### config.mk
export PLATFORM = sky130hd
export DESIGN_NAME = reg_bus_arbiter
export DESIGN_NICKNAME = d
export VERILOG_FILES = /design/src/rtl/reg_bus_arbiter.sv
export SDC_FILE = /design/constraint.sdc
export NUM_CORES = 1
export LEC_CHECK = 0
export ABC_AREA = 0
export CAP_MARGIN = 20
export CORE_UTILIZATION = 40
export CTS_BUF_LIST = sky130_fd_sc_hd__clkbuf_2 sky130_fd_sc_hd__clkbuf_4 sky130_fd_sc_hd__clkbuf_8
export DETAILED_ROUTE_END_ITERATION = 12
export GPL_TIMING_DRIVEN = 0
export PLACE_DENSITY_LB_ADDON = 0.1
export REMOVE_ABC_BUFFERS = 1
export SYNTH_ARGS = -nofsm -noshare
export SYNTH_HDL_FRONTEND = slang
export SYNTH_SLANG_ARGS = --single-unit
### constraint.sdc
create_clock -name clk -period 1.9 [get_ports clk]
set_input_delay 0.475 -clock clk [delete_from_list [all_inputs] [get_ports clk]]
set_output_delay 0.475 -clock clk [all_outputs]
set_load 0.02 [all_outputs]
### src/rtl/reg_bus_arbiter.sv
// Two-requester round-robin arbiter in front of a single register-file port.
// Define REG_BUS_ARBITER_FIXED_PRIO_EN to give m0 fixed priority instead.
module reg_bus_arbiter #(
    parameter int ADDR_W  = 2,
    parameter int DATA_W  = 32,
    parameter int RD_WAIT = 0
) (
    input  logic              clk,
    input  logic              rst_n,
    input  logic              m0_req,
    input  logic              m0_we,
    input  logic [ADDR_W-1:0] m0_addr,
    input  logic [DATA_W-1:0] m0_wdata,
    output logic              m0_ack,
    output logic [DATA_W-1:0] m0_rdata,
    input  logic              m1_req,
    input  logic              m1_we,
    input  logic [ADDR_W-1:0] m1_addr,
    input  logic [DATA_W-1:0] m1_wdata,
    output logic              m1_ack,
    output logic [DATA_W-1:0] m1_rdata,
    output logic              reg_wren,
    output logic [ADDR_W-1:0] reg_wraddr,
    output logic [DATA_W-1:0] reg_wrdata,
    output logic              reg_rden,
    output logic [ADDR_W-1:0] reg_rdaddr,
    input  logic [DATA_W-1:0] reg_rddata,
    output logic              busy
);

    typedef enum logic [1:0] {
        IDLE,
        ISSUE,
        WAIT,
        ACK
    } state_t;

    localparam logic [3:0] RDW = 4'(RD_WAIT);

    state_t state_q, state_d;

    logic       grant_q, grant_d;
    logic       last_q, last_d;
    logic       we_q, we_d;
    logic [3:0] cnt_q, cnt_d;

    logic              wren_d, rden_d;
    logic              ack0_d, ack1_d;
    logic [ADDR_W-1:0] wraddr_d, rdaddr_d;
    logic [DATA_W-1:0] wrdata_d;
    logic [DATA_W-1:0] rdata0_d, rdata1_d;
    logic              busy_d;

    logic              pick;
    logic              both_pick;
    logic              sel_we;
    logic [ADDR_W-1:0] sel_addr;
    logic [DATA_W-1:0] sel_wdata;
    logic              done;

`ifdef REG_BUS_ARBITER_FIXED_PRIO_EN
    assign both_pick = 1'b0;
`else
    assign both_pick = ~last_q;
`endif

    always_comb begin
        pick = 1'b0;
        unique case (1'b1)
            m0_req && m1_req:  pick = both_pick;
            m0_req && !m1_req: pick = 1'b0;
            default:           pick = 1'b1;
        endcase
    end

    assign sel_we    = pick ? m1_we    : m0_we;
    assign sel_addr  = pick ? m1_addr  : m0_addr;
    assign sel_wdata = pick ? m1_wdata : m0_wdata;

    always_comb begin
        state_d  = state_q;
        grant_d  = grant_q;
        last_d   = last_q;
        we_d     = we_q;
        cnt_d    = cnt_q;
        wren_d   = 1'b0;
        rden_d   = 1'b0;
        ack0_d   = 1'b0;
        ack1_d   = 1'b0;
        wraddr_d = reg_wraddr;
        wrdata_d = reg_wrdata;
        rdaddr_d = reg_rdaddr;
        rdata0_d = m0_rdata;
        rdata1_d = m1_rdata;
        done     = 1'b0;

        unique case (state_q)
            IDLE: begin
                if (m0_req || m1_req) begin
                    grant_d = pick;
                    last_d  = pick;
                    we_d    = sel_we;
                    state_d = ISSUE;
                    if (sel_we) begin
                        wren_d   = 1'b1;
                        wraddr_d = sel_addr;
                        wrdata_d = sel_wdata;
                    end else begin
                        rden_d   = 1'b1;
                        rdaddr_d = sel_addr;
                    end
                end
            end
            ISSUE: begin
                if (we_q || RD_WAIT == 0) begin
                    done = 1'b1;
                end else begin
                    cnt_d   = RDW;
                    state_d = WAIT;
                end
            end
            WAIT: begin
                cnt_d = cnt_q - 4'd1;
                if (cnt_q == 4'd1) begin
                    done = 1'b1;
                end
            end
            ACK: begin
                state_d = IDLE;
            end
        endcase

        // Read data is captured on the edge that enters ACK so it is
        // valid together with the ack pulse.
        if (done) begin
            state_d = ACK;
            ack0_d  = ~grant_q;
            ack1_d  = grant_q;
            if (!we_q) begin
                if (grant_q) begin
                    rdata1_d = reg_rddata;
                end else begin
                    rdata0_d = reg_rddata;
                end
            end
        end

        busy_d = (state_d != IDLE);
    end

    always_ff @(posedge clk or negedge rst_n) begin
        if (!rst_n) begin
            state_q <= IDLE;
            grant_q <= 1'b0;
            last_q  <= 1'b1;
            we_q    <= 1'b0;
            cnt_q   <= 4'd0;
        end else begin
            state_q <= state_d;
            grant_q <= grant_d;
            last_q  <= last_d;
            we_q    <= we_d;
            cnt_q   <= cnt_d;
        end
    end

    always_ff @(posedge clk or negedge rst_n) begin
        if (!rst_n) begin
            reg_wren   <= 1'b0;
            reg_rden   <= 1'b0;
            reg_wraddr <= '0;
            reg_wrdata <= '0;
            reg_rdaddr <= '0;
            m0_ack     <= 1'b0;
            m1_ack     <= 1'b0;
            m0_rdata   <= '0;
            m1_rdata   <= '0;
            busy       <= 1'b0;
        end else begin
            reg_wren   <= wren_d;
            reg_rden   <= rden_d;
            reg_wraddr <= wraddr_d;
            reg_wrdata <= wrdata_d;
            reg_rdaddr <= rdaddr_d;
            m0_ack     <= ack0_d;
            m1_ack     <= ack1_d;
            m0_rdata   <= rdata0_d;
            m1_rdata   <= rdata1_d;
            busy       <= busy_d;
        end
    end

endmodule

==> impl_metrics.json <==
{
  "synth.distinct_cells": 30,
  "syn_area_per_cell_um2": 16.3,
  "crit_required_ns": 2.21,
  "num_antenna_cells": 0,
  "gr-max-usage-layer": "met2",
  "end_kind": "flip-flop",
  "pwr-share-comb": 0.487,
  "worstPathArrival_ns": 2.27,
  "stdcell_area_um2": 8170,
  "fin_crit_ns": 1.96,
  "cts_tree": "yes",
  "cellLeakagePower_nw": 4.17,
  "final_cell_mix": "clkdlybuf4s50_1 (114), dfrtp_1 (113), mux2_2 (74), mux2_4 (60), dlymetal6s2s_1 (51)",
  "r2r_slack_ns": -0.06,
  "first_pass_iters": 4,
  "clk_latency_ns": 0.43,
  "worst_pin_slew_ns": 0.662,
  "finalSetupViolations": 63,
  "intPower_mw": 9.15,
  "use_met2": 0.328,
  "switching_share": 0.340,
  "clk_pin_slew_worst_paths_ns": 0.07,
  "ys_seq_area_frac": 0.563,
  "hold_path.class": "primary input to asynchronous set/reset pin",
  "slew_headroom": 0.558,
  "die_x_um": 115,
  "ff_latch_area_um2": 2850,
  "clock_sinks": 114,
  "worstSetupStartpointType": "flip-flop",
  "min_period_over_period": 1.03,
  "ant_nets": 0,
  "place.gp.congestion": 0.706,
  "crit_type": "flip-flop to flip-flop",
  "cts_max_path_buffers": 2,
  "synth_largest_area_cell": "dfrtp_1",
  "ioPinCount": 211,
  "multi_input_area_um2": 2160,
  "core-area_um2": 12200,
  "fin_cells": 727,
  "fp.dieH_um": 115,
  "drtIter0Drc": 91,
  "antenna_found_initial": 0,
  "vias": 3430,
  "slew_violations": 0,
  "synth_top_area_frac": 0.558,
  "cp_max_fo": 11,
  "ys_ff_latch": 114,
  "violations": "negative setup slack",
  "grt_pass1_wl_mm": 19.5,
  "status": "complete, but fails checks",
  "pwr_density_cell_nw_per_um2": 1700,
  "grt_pass1_vias": 3656,
  "yosysWarnings": 0,
  "overflow": 0,
  "grt_max_degree": 64,
  "r2r_cells": 7,
  "syn-cell-area_um2": 5070,
  "dp_hpwl_mm": 8.15,
  "clock_skew_ns": 0.00708,
  "fin_nets": 657,
  "rsz0062_at_grt": "yes",
  "netlist_instances": 311,
  "grt_util_met1": 0.228,
  "placed_area_um2": 7270,
  "setup_ws_ns": -0.0568,
  "synthTopCellsByArea": "dfrtp_1 (56%), mux2_4 (18%), mux2_2 (16%)",
  "r2r-start": "state_q[0]",
  "finalPower_mw": 13.9,
  "nFillCells": 915,
  "irDropWorstVdd_mv": 0.942,
  "start_util": 0.417,
  "fmax_mhz": 511,
  "timing.rr.end": "m0_rdata[15]",
  "p_clk_frac": 0.201,
  "seq_power_share": 0.312,
  "wirelength_mm": 13.0,
  "drc": 0,
  "drive_above_1_share": 0.363,
  "use_met3": 0.100,
  "numCtsBuffers": 17,
  "numPlacedInstances": 675,
  "ctsRootBufferMaster": "clkbuf_8",
  "via_per_inst": 4.72,
  "h-tree-depth": 4,
  "hold_viol": 0,
  "dieArea_um2": 13100,
  "final_common_cell": "clkdlybuf4s50_1",
  "num_rows": 40,
  "area_growth_syn_to_layout_pct": 61.3,
  "switchingPower_mw": 4.72,
  "grt_usage": 0.200,
  "wl_per_cell_um": 17.9,
  "io_buffers": 210,
  "cap_violations": 0
}
cell type report:
type	instances	share of cell area
Timing Repair Buffer	229	0.296
Tap cell	168	0.0257
Clock inverter	10	0.0248
Multi-Input combinational cell	176	0.265
Clock buffer	22	0.0355
Inverter	8	0.00367
Sequential cell	114	0.349
worst max-delay path by stage:
| stage | startpoint | endpoint | slack, ns | depth (start not counted) |
|---|---|---|---|---|
| final | state_q[0] | m0_rdata[15] | -0.06 | 7 |
| after global routing | state_q[0] | m0_rdata[3] | -0.08 | 7 |
| after CTS | state_q[0] | m1_rdata[3] | -0.07 | 7 |
| after detailed placement | m1_req | reg_wrdata[3] | -1.38 | 5 |
| after global placement | rst_n | m0_rdata[5] | -3.96 | 1 |
| after floorplan | state_q[0] | m0_rdata[0] | -0.84 | 6 |
state kept, by name (all words and copies together), names as in the netlist:
name and flops:
cnt_q 4, we_q 1, reg_rden 1, m1_rdata 32
reg_rdaddr 2, state_q 2, m1_ack 1, last_q 1
reg_wren 1, reg_wrdata 32, m0_ack 1, grant_q 1
reg_wraddr 2, busy 1, m0_rdata 32
cells in the mapped netlist (all sizes together):
cell / count
nand2b: 2
a21oi: 3
clkbuf: 2
and4bb: 1
mux2: 134
o21bai: 1
o22ai: 1
nor4b: 1
nor3: 1
nand2: 7
buf: 15
o32ai: 1
ha: 5
o22a: 1
xnor2: 1
o21ai: 2
or3: 2
a31oi: 2
mux2i: 1
dfstp: 1
nor2: 4
inv: 8
xor2: 2
dfrtp: 113
metrics by stage:
stage          setup WS (ns)  utilization  hold slack, ns  TNS [ns]
5_1_grt              -0.0842        0.672          0.0998     -3.92
2_1_floorplan         -0.839            -           0.179    -69.12
4_1_cts              -0.0701        0.654          0.0814     -2.71
3_3_place_gp           -3.96        0.592           0.454   -603.08
6_report             -0.0568        0.672          0.0674     -2.03
3_5_place_dp           -1.38        0.597           0.470    -83.60
metal layers:
layer	vias to the layer above	wire length [um]
li1	1577	-
met2	160	6350
met3	16	1370
met4	0	142
met1	1677	5180
met5	-	0
repair_timing:
item                       4_1_cts  5_1_grt
gates cloned                     4        4
hold buffers                     0        0
setup endpoints to repair      146      139
gates resized for setup         68       52
setup buffers                    8        4
pin swaps                        6        3
cells by family (layout without fill, tap and decap cells):
logic type,count (synthesis),count (layout),share of synthesized area
buf+inv,25,269,0.0420
compound gates,11,14,0.0143
xor+xnor,3,3,0.00519
mux,135,135,0.344
flops,114,114,0.563
fa+ha+maj,5,5,0.0123
simple gates,18,19,0.0188
power by group through the flow:
stage          clock network (mW)  logic, mW  registers, mW
4_1_cts                      2.85       6.78           4.36
6_report                     2.79       6.75           4.33
3_3_place_gp                    0       6.65           4.33
3_5_place_dp                    0       6.74           4.37
5_1_grt                      2.98       7.15           4.50
2_1_floorplan                   0       2.27           5.73
critical path, stage by stage, from the launching register on:
cell and delay, ns:
dfrtp_1 0.40, inv_2 0.08, ha_4 0.13, and4bb_1 0.24, o21ai_4 0.08, or3_4 0.41, buf_12 0.19, mux2_4 0.30
(Power assumes the default switching activity.)
